==> config.mk <==
export PLATFORM = sky130hd
export DESIGN_NAME = wb_initiator
export DESIGN_NICKNAME = d
export VERILOG_FILES = /design/src/rtl/wb_pkg.sv /design/src/rtl/wb_timeout_counter.sv /design/src/rtl/wb_initiator.sv
export SDC_FILE = /design/constraint.sdc
export NUM_CORES = 1
export LEC_CHECK = 0
export BUFFER_PORTS_ARGS = -buffer_cell sky130_fd_sc_hd__buf_4
export CELL_PAD_IN_SITES_DETAIL_PLACEMENT = 0
export CELL_PAD_IN_SITES_GLOBAL_PLACEMENT = 1
export CORE_UTILIZATION = 35
export CTS_BUF_LIST = sky130_fd_sc_hd__clkbuf_4 sky130_fd_sc_hd__clkbuf_8
export CTS_CLUSTER_SIZE = 10
export DETAILED_ROUTE_END_ITERATION = 16
export GPL_ROUTABILITY_DRIVEN = 0
export MAX_ROUTING_LAYER = met4
export PLACE_DENSITY = 0.85
export SYNTH_ARGS = -nofsm -noshare
export SYNTH_HDL_FRONTEND = slang
export SYNTH_HIERARCHICAL = 1
export SYNTH_SLANG_ARGS = --single-unit
==> constraint.sdc <==
create_clock -name clk_i -period 3.14 [get_ports clk_i]
set_clock_uncertainty 0.15 [all_clocks]
set_input_delay 0.628 -clock clk_i [delete_from_list [all_inputs] [get_ports clk_i]]
set_output_delay 0.628 -clock clk_i [all_outputs]
set_load 0.05 [all_outputs]
==> src/rtl/wb_pkg.sv <==
// Shared definitions for the Wishbone classic initiator.
//   - Wishbone bus widths (address, data, byte-select)
//   - default timeout depth and counter width
//   - FSM state encoding
//   - latched command and response record layouts
package wb_pkg;

  localparam int WB_ADR_W = 32;
  localparam int WB_DAT_W = 32;
  localparam int WB_SEL_W = 4;

  localparam int WB_TIMEOUT_CYCLES = 255;
  localparam int WB_TIMEOUT_WIDTH  = 8;

  typedef enum logic [1:0] {
    ST_IDLE = 2'd0,
    ST_BUS  = 2'd1,
    ST_RESP = 2'd2
  } wb_state_e;

  typedef struct packed {
    logic                we;
    logic [WB_ADR_W-1:0] adr;
    logic [WB_DAT_W-1:0] dat;
    logic [WB_SEL_W-1:0] sel;
  } wb_cmd_t;

  typedef struct packed {
    logic [WB_DAT_W-1:0] rdata;
    logic                err;
  } wb_rsp_t;

endpackage

==> src/rtl/wb_timeout_counter.sv <==
// Bus-cycle watchdog for the initiator.
//   clk_i/rst_i : clock, synchronous active-high reset
//   clr_i       : restart the count at zero (takes priority over en_i)
//   en_i        : count one bus cycle
//   expire_o    : high during the TIMEOUT_CYCLES-th enabled cycle since clear
module wb_timeout_counter
  import wb_pkg::*;
#(
  parameter int TIMEOUT_CYCLES = WB_TIMEOUT_CYCLES,
  parameter int TIMEOUT_WIDTH  = WB_TIMEOUT_WIDTH
) (
  input  logic clk_i,
  input  logic rst_i,
  input  logic clr_i,
  input  logic en_i,
  output logic expire_o
);

  logic [TIMEOUT_WIDTH-1:0] cnt_q, cnt_d;

  always_comb begin
    cnt_d = cnt_q;
    if (clr_i)     cnt_d = '0;
    else if (en_i) cnt_d = cnt_q + 1'b1;
  end

  always_ff @(posedge clk_i) begin
    if (rst_i) cnt_q <= '0;
    else       cnt_q <= cnt_d;
  end

  // Count starts at 0 in the first bus cycle, so matching N-1 flags the Nth.
  assign expire_o = en_i && (cnt_q == TIMEOUT_WIDTH'(TIMEOUT_CYCLES - 1));

endmodule

==> src/rtl/wb_initiator.sv <==
// Wishbone classic single-transaction initiator.
// A command accepted on the cmd_* handshake becomes one Wishbone cycle; the
// result (read data or timeout error) is returned on the rsp_* handshake.
//   clk_i, rst_i        : clock, synchronous active-high reset
//   cmd_valid/ready     : command handshake; cmd_we/addr/wdata/sel payload
//   rsp_valid/ready     : response handshake; rsp_rdata, rsp_err payload
//   wbm_*               : Wishbone classic master port
// All wbm_* and rsp_* outputs come straight from flops.
module wb_initiator
  import wb_pkg::*;
#(
  parameter int TIMEOUT_CYCLES = WB_TIMEOUT_CYCLES,
  parameter int TIMEOUT_WIDTH  = WB_TIMEOUT_WIDTH
) (
  input  logic                clk_i,
  input  logic                rst_i,
  input  logic                cmd_valid_i,
  output logic                cmd_ready_o,
  input  logic                cmd_we_i,
  input  logic [WB_ADR_W-1:0] cmd_addr_i,
  input  logic [WB_DAT_W-1:0] cmd_wdata_i,
  input  logic [WB_SEL_W-1:0] cmd_sel_i,
  output logic                rsp_valid_o,
  input  logic                rsp_ready_i,
  output logic [WB_DAT_W-1:0] rsp_rdata_o,
  output logic                rsp_err_o,
  output logic                wbm_cyc_o,
  output logic                wbm_stb_o,
  output logic                wbm_we_o,
  output logic [WB_ADR_W-1:0] wbm_adr_o,
  output logic [WB_DAT_W-1:0] wbm_dat_o,
  output logic [WB_SEL_W-1:0] wbm_sel_o,
  input  logic                wbm_ack_i,
  input  logic [WB_DAT_W-1:0] wbm_dat_i
);

  wb_state_e state_q, state_d;
  wb_cmd_t   cmd_q, cmd_d;
  wb_rsp_t   rsp_q, rsp_d;
  logic      cyc_q, cyc_d;
  logic      rsp_valid_q, rsp_valid_d;
  logic      tmo_clr, tmo_en, tmo_expire;

  wb_timeout_counter #(
    .TIMEOUT_CYCLES (TIMEOUT_CYCLES),
    .TIMEOUT_WIDTH  (TIMEOUT_WIDTH)
  ) u_tmo (
    .clk_i    (clk_i),
    .rst_i    (rst_i),
    .clr_i    (tmo_clr),
    .en_i     (tmo_en),
    .expire_o (tmo_expire)
  );

  always_comb begin
    state_d     = state_q;
    cmd_d       = cmd_q;
    rsp_d       = rsp_q;
    cyc_d       = cyc_q;
    rsp_valid_d = rsp_valid_q;
    tmo_clr     = 1'b0;
    tmo_en      = 1'b0;
    unique case (state_q)
      ST_IDLE: begin
        if (cmd_valid_i) begin
          cmd_d   = '{we: cmd_we_i, adr: cmd_addr_i, dat: cmd_wdata_i, sel: cmd_sel_i};
          tmo_clr = 1'b1;
          cyc_d   = 1'b1;
          state_d = ST_BUS;
        end
      end
      ST_BUS: begin
        tmo_en = 1'b1;
        // Ack is checked first so a last-cycle ack still completes cleanly.
        if (wbm_ack_i) begin
          cyc_d       = 1'b0;
          rsp_d.rdata = cmd_q.we ? '0 : wbm_dat_i;
          rsp_d.err   = 1'b0;
          rsp_valid_d = 1'b1;
          state_d     = ST_RESP;
        end else if (tmo_expire) begin
          cyc_d       = 1'b0;
          rsp_d.rdata = '0;
          rsp_d.err   = 1'b1;
          rsp_valid_d = 1'b1;
          state_d     = ST_RESP;
        end
      end
      ST_RESP: begin
        if (rsp_ready_i) begin
          rsp_valid_d = 1'b0;
          state_d     = ST_IDLE;
        end
      end
      default: state_d = ST_IDLE;
    endcase
  end

  always_ff @(posedge clk_i) begin
    if (rst_i) begin
      state_q     <= ST_IDLE;
      cmd_q       <= '0;
      rsp_q       <= '0;
      cyc_q       <= 1'b0;
      rsp_valid_q <= 1'b0;
    end else begin
      state_q     <= state_d;
      cmd_q       <= cmd_d;
      rsp_q       <= rsp_d;
      cyc_q       <= cyc_d;
      rsp_valid_q <= rsp_valid_d;
    end
  end

  // Gated by rst_i so no command is offered while reset is held.
  assign cmd_ready_o = (state_q == ST_IDLE) && !rst_i;

  assign wbm_cyc_o   = cyc_q;
  assign wbm_stb_o   = cyc_q;
  assign wbm_we_o    = cmd_q.we;
  assign wbm_adr_o   = cmd_q.adr;
  assign wbm_dat_o   = cmd_q.dat;
  assign wbm_sel_o   = cmd_q.sel;
  assign rsp_valid_o = rsp_valid_q;
  assign rsp_rdata_o = rsp_q.rdata;
  assign rsp_err_o   = rsp_q.err;

endmodule

==> results of run 1 <==
## report_power, final
group	switching [mW]	total, mW	internal [mW]
clock network	0.587	1.52	0.929
registers	0.0446	1.56	1.52
logic	0.500	0.764	0.264
total	1.13	3.84	2.71
## through the flow
step / utilization / instances
after floorplan: - / 513
after global placement: 0.477 / 863
after detailed placement: 0.477 / 863
after CTS: 0.510 / 895
after global routing: 0.510 / 895
final: 0.510 / 895
## critical path, stage by stage, from the launching register on
cell	delay, ps
dfxtp_1	370
nor2b_2	230
nand4_4	150
nor2_1	190
or2_1	120
buf_4	320
and2_4	400
o21ai_0	160
## registers in the layout (all words and copies together) (netlist names)
signal / count
wbm_cyc_o: 1
rsp_valid_o: 1
state_q: 2
wbm_dat_o: 32
u_tmo/cnt_q: 8
wbm_adr_o: 32
wbm_we_o: 1
rsp_err_o: 1
wbm_sel_o: 4
rsp_rdata_o: 32
## synthesized netlist by cell type (all sizes together)
cell type,instances
ha,2
nand4,37
nor2,8
inv,2
buf,29
or3,3
xnor2,1
or2,2
or3b,2
dfxtp,114
o22ai,1
a211oi,2
nand3b,1
nor2b,1
nor3,1
o21ai,35
clkbuf,15
xor2,3
nor3b,1
nand2b,33
nand2,143
a21oi,76
and2,1
## kinds of logic (layout without fill, tap and decap cells)
kind of cell / after synthesis / count (layout) / share of synthesized area
DFF: 114 / 114 / 0.477
AOI/OAI and AO/OA: 114 / 114 / 0.174
and+or+nand+nor: 233 / 233 / 0.267
xor gates and xnor gates: 4 / 4 / 0.00733
adders and majority gates: 2 / 2 / 0.00523
buffers and inverters: 46 / 252 / 0.0688
## routing by layer
layer / vias up / share of wire / track usage
li1: 2098 / - / -
met1: 1960 / 0.43 / 0.223
met2: 161 / 0.46 / 0.280
met3: 16 / 0.084 / 0.0670
met4: 0 / 0.020 / 0.0799
met5: - / 0 / -
## area by class of cell
class,instances,share of cell area
flip-flops and latches,114,0.337
multi-input cells,353,0.322
well taps,176,0.0325
inverters,2,0.00295
repair buffers,218,0.241
clock inverters,10,0.0231
clock buffers,22,0.0419
## final timing paths
path | startpoint | end | slack [ps] | cells past startpoint
min | wbm_ack_i | rsp_err_o | 260 | 2
max | state_q[0] | rsp_rdata_o[23] | 920 | 7
max reg2reg | state_q[0] | rsp_rdata_o[23] | 920 | 7
min reg2reg | rsp_valid_o | rsp_valid_o | 310 | 2
## cell usage in the layout, fill, tap and decap left out, types with 2 or more instances in the layout
| cell | synthesis | final |
|---|---|---|
| nor2_1 | 8 | 8 |
| clkbuf_8 | 0 | 19 |
| clkinv_2 | 0 | 4 |
| a21oi_2 | 68 | 68 |
| a211oi_1 | 2 | 2 |
| nand2_2 | 68 | 68 |
| nand4_1 | 36 | 36 |
| a21oi_1 | 8 | 8 |
| o21ai_1 | 6 | 6 |
| clkbuf_4 | 0 | 3 |
| buf_4 | 2 | 218 |
| ha_1 | 2 | 2 |
| nand2_1 | 75 | 75 |
| bufinv_16 | 0 | 4 |
| nand2b_1 | 33 | 33 |
| dfxtp_1 | 114 | 114 |
| xor2_1 | 3 | 3 |
| o21ai_0 | 29 | 29 |
| or3_1 | 3 | 3 |
==> results.ini, run 1 <==
[logic_synthesis]
yosysWarnings = 6
synthDistinctLibCells = 34
synth-seq-cells = 114
yosys-top-cells-area = dfxtp_1, a21oi_2, nand2_2
seq_area_frac_synth = 0.477
syn_inst = 513
yosysTopAreaCellShare = 0.477
synth_largest_area_cell = dfxtp_1
postSynthAreaPerCell_um2 = 9.32
synth_nets = 621
synth_area_mm2 = 0.00478

[route]
finalWirelength_um = 12500
dr_total_vias = 4235
postRouteAntennaNets = 0
drc = 0
viasPerCell = 4.73
first_iter_violations = 251
drtPass1Iterations = 4
wl_per_cell_um = 14.0

[layout]
multiInputGateArea_mm2 = 0.00218
drive_gt1_frac = 0.548
diodes = 0
regArea_mm2 = 0.00228
nets = 814
area_growth_pct = 41.8
fin_area_mm2 = 0.00678
fillCellCount = 1253

[floorplanning]
dieArea_mm2 = 0.0141
coreArea_mm2 = 0.0133
die_h_um = 119
start_util = 0.360
row_count = 42
ios = 212
die_w_um = 119

[grt]
grt_usage = 0.186
grt_pass1_wl_um = 20200
grt_pass1_vias = 4135
grt_max_degree = 71
antenna_found_initial = 0
grt-ovfl-total = 0

[sta]
slew_headroom = 0.433
rsz0062_at_grt = false
whs_ps = 259
worst_pin_slew_ps = 850
period_share = 0.707
drv_slew = 0
setup_slack_ps = 919
hold_violations = 0
setup_viol_count_final = 0
finalCriticalPeriod_ps = 2220
max_freq_mhz = 450
final.setup.tns_ps = 0

[pwr]
p_leak_nw = 2.78
ir_drop_mv = 0.295
power_density_mw_per_mm2 = 567
total_power_mw = 3.84

[cts]
cts.sinks = 114
worstSkewPairLatency_ps = 420
ctsHtreeMaxLevel = 4
postCtsHoldBufs = 0
clk_path_buf_depth = 2
postCtsSetupRepairBufs = 0
postCtsResizedCells = 0
cts_tree = done
cts_made_buffers = 17
clkTransAtPathRegs_ps = 70
cts-root-buf = clkbuf_8

[min_path]
hp-class = primary input to register

[worst_setup_path]
arrival_ps = 2370
criticalPathCategory = register to register
endpoint_kind = register
crit_fanout = 34
start_kind = register
crit_required_ps = 3290

[run]
cap_violations = 0

[place]
placement.io_buffers = 211
placed_area_mm2 = 0.00634
dp.final_hpwl_um = 8670
dpl_worst_slack_ps = 900

[status]
outcome = complete, no violations

Note: power is estimated with default switching activity, not from simulation.
==> inputs of run 2 (changes only) <==
Settings changed: CORE_UTILIZATION 35 to 32, PLACE_DENSITY 0.85 to 0.82.
Clock period 3.14 ns to 1.93 ns, I/O delays scaled along.
==> run 2 against run 1 <==
Compared with the run above:
- total power up 56%
- clock power rose by 42%
- critical path type unchanged
- non-clock buffer count rose by 6
- cell count grew 1.6%
- combinational power grew 68%
==> results.ini, run 2 (synthesis results as in run 1) <==
[worst_setup_path]
criticalPathCategory = register to register
r2r_start = state_q[0]
crit_fanout = 33  ; -2.9%
endpoint_kind = register
cp-startpoint = state_q[0]
crit_required_ps = 2130  ; -1160 ps
start_kind = register
arrival_ps = 1970  ; -400 ps
r2r_slack_ps = 160  ; -760 ps
r2r_cells = 7  ; unchanged

[layout]
regArea_mm2 = 0.00228  ; +0.11%
layout_commonest_cell = buf_4
fillCellCount = 1406  ; +12%
drive_gt1_frac = 0.556  ; +0.00788
final_cell_mix = buf_4, dfxtp_1, nand2_1
diodes = 0  ; unchanged
final_util = 0.472  ; -0.0379
multiInputGateArea_mm2 = 0.00219  ; +0.57%
area_growth_pct = 43.5
fin_cells = 909  ; +1.6%
nets = 820  ; +0.74%

[floorplanning]
row_count = 44  ; +4.8%
die_h_um = 124  ; +4.5%
ios = 212  ; unchanged
dieArea_mm2 = 0.0154  ; +9.2%
start_util = 0.329  ; -0.0307
die_w_um = 124  ; +4.5%
coreArea_mm2 = 0.0145  ; +9.3%

[pwr]
ir_drop_mv = 0.447  ; +51%
power_density_mw_per_mm2 = 872  ; +54%
total_power_mw = 5.98  ; +56%
p_leak_nw = 2.82  ; +1.4%

[route]
postRouteAntennaNets = 0  ; unchanged
dr_wl_met2_um = 5960  ; +3.1%
drc = 0  ; unchanged
drt-met1-wl_um = 5490  ; +1.4%
top_layer_used = met4
drtPass1Iterations = 4  ; unchanged
dr_total_vias = 4282  ; +1.1%
finalWirelength_um = 12600  ; +0.98%
wl_per_cell_um = 13.9  ; -0.57%
first_iter_violations = 216  ; -14%
viasPerCell = 4.71  ; -0.45%
met3_length_um = 1080  ; +2.8%

[cts]
cts_tree = done
cts-root-buf = clkbuf_8
postCtsSetupRepairBufs = 0  ; unchanged
worstSkewPairLatency_ps = 430  ; about the same
cts.sinks = 114  ; unchanged
ctsHtreeMaxLevel = 4  ; unchanged
cts_made_buffers = 17  ; unchanged
clk_path_buf_depth = 2  ; unchanged
clkTransAtPathRegs_ps = 60  ; about the same

[place]
placement.io_buffers = 211  ; unchanged
dp.final_hpwl_um = 8980  ; +3.6%
place_inst = 876  ; +1.5%

[run]
cap_violations = 0  ; unchanged

[sta]
final.setup.tns_ps = 0  ; unchanged
hold_violations = 0  ; unchanged
max_freq_mhz = 566  ; +26%
drv_slew = 0  ; unchanged
setup_viol_count_final = 0  ; unchanged
slew_headroom = 0.628  ; +0.195
rsz0062_at_grt = true
finalCriticalPeriod_ps = 1770  ; -455 ps
period_share = 0.915  ; +0.208
worst_pin_slew_ps = 558  ; -292 ps

[grt]
antenna_found_initial = 0  ; unchanged
grt_pass1_wl_um = 20900  ; +3.3%
grt_max_degree = 56  ; -21%
grt-ovfl-total = 0  ; unchanged
grt_usage = 0.172  ; -0.0132
grt_pass1_vias = 4276  ; +3.4%

[min_path]
hold_depth = 3  ; +1
hp-class = primary input to register
hold_start = wbm_dat_i[2]

[status]
outcome = complete, no violations

run 2: cell types whose count changed in the layout (fill, tap and decap cells not counted), sizes merged:
cell / delta
buf: +5
bufinv: -4
clkbuf: +7
clkinvlp: -1
dlygate4sd3: +1
clkinv: -2
run 2: path summary, 6_finish.rpt:
kind | end
worst max-delay path | rsp_valid_o
worst min register to register | wbm_dat_o[17]
worst min-delay path | rsp_rdata_o[2]
worst max register to register | rsp_valid_o
run 2: report_power, final:
group          total, mW  internal [mW]  switching, mW
Combinational       1.28          0.461          0.823
Sequential          2.54           2.47         0.0702
Clock               2.16           1.24          0.918
run 2: per-stage QoR:
step,cell area (µm²),hold WS [ps],setup slack [ps]
2_1_floorplan,4840,308,-34.5
3_3_place_gp,6450,296,170
3_5_place_dp,6450,311,92.5
4_1_cts,6860,2.65,94.7
5_1_grt,6860,1.66,-18.6
6_report,6860,39.2,163
run 2: cell type report:
class / count / share of cell area
inverter: 2 / 0.00292
clock inverter: 3 / 0.00219
multi-input combinational: 353 / 0.320
clock buffer: 29 / 0.0554
tap: 184 / 0.0335
sequential: 114 / 0.333
timing repair buffer: 224 / 0.253
run 2: layer usage:
layer  vias to the layer above  track usage
li1                       2117            -
met1                      1973        0.210
met2                       184        0.259
met3                         8       0.0707
met4                         0       0.0532
met5                         -            -
run 2: worst max-delay path, cell delays in order, from the launching register on:
cell	delay [ps]
dfxtp_2	360
nor2b_4	190
nand4_4	140
nor2_2	150
or2_1	130
buf_4	320
nand2_1	120
a21oi_1	140
run 2: what timing repair did:
action,in CTS,in global routing
setup endpoints to repair,0,11
endpoints found under the hold margin,1,0
gates resized for setup,0,1
hold buffers,1,0
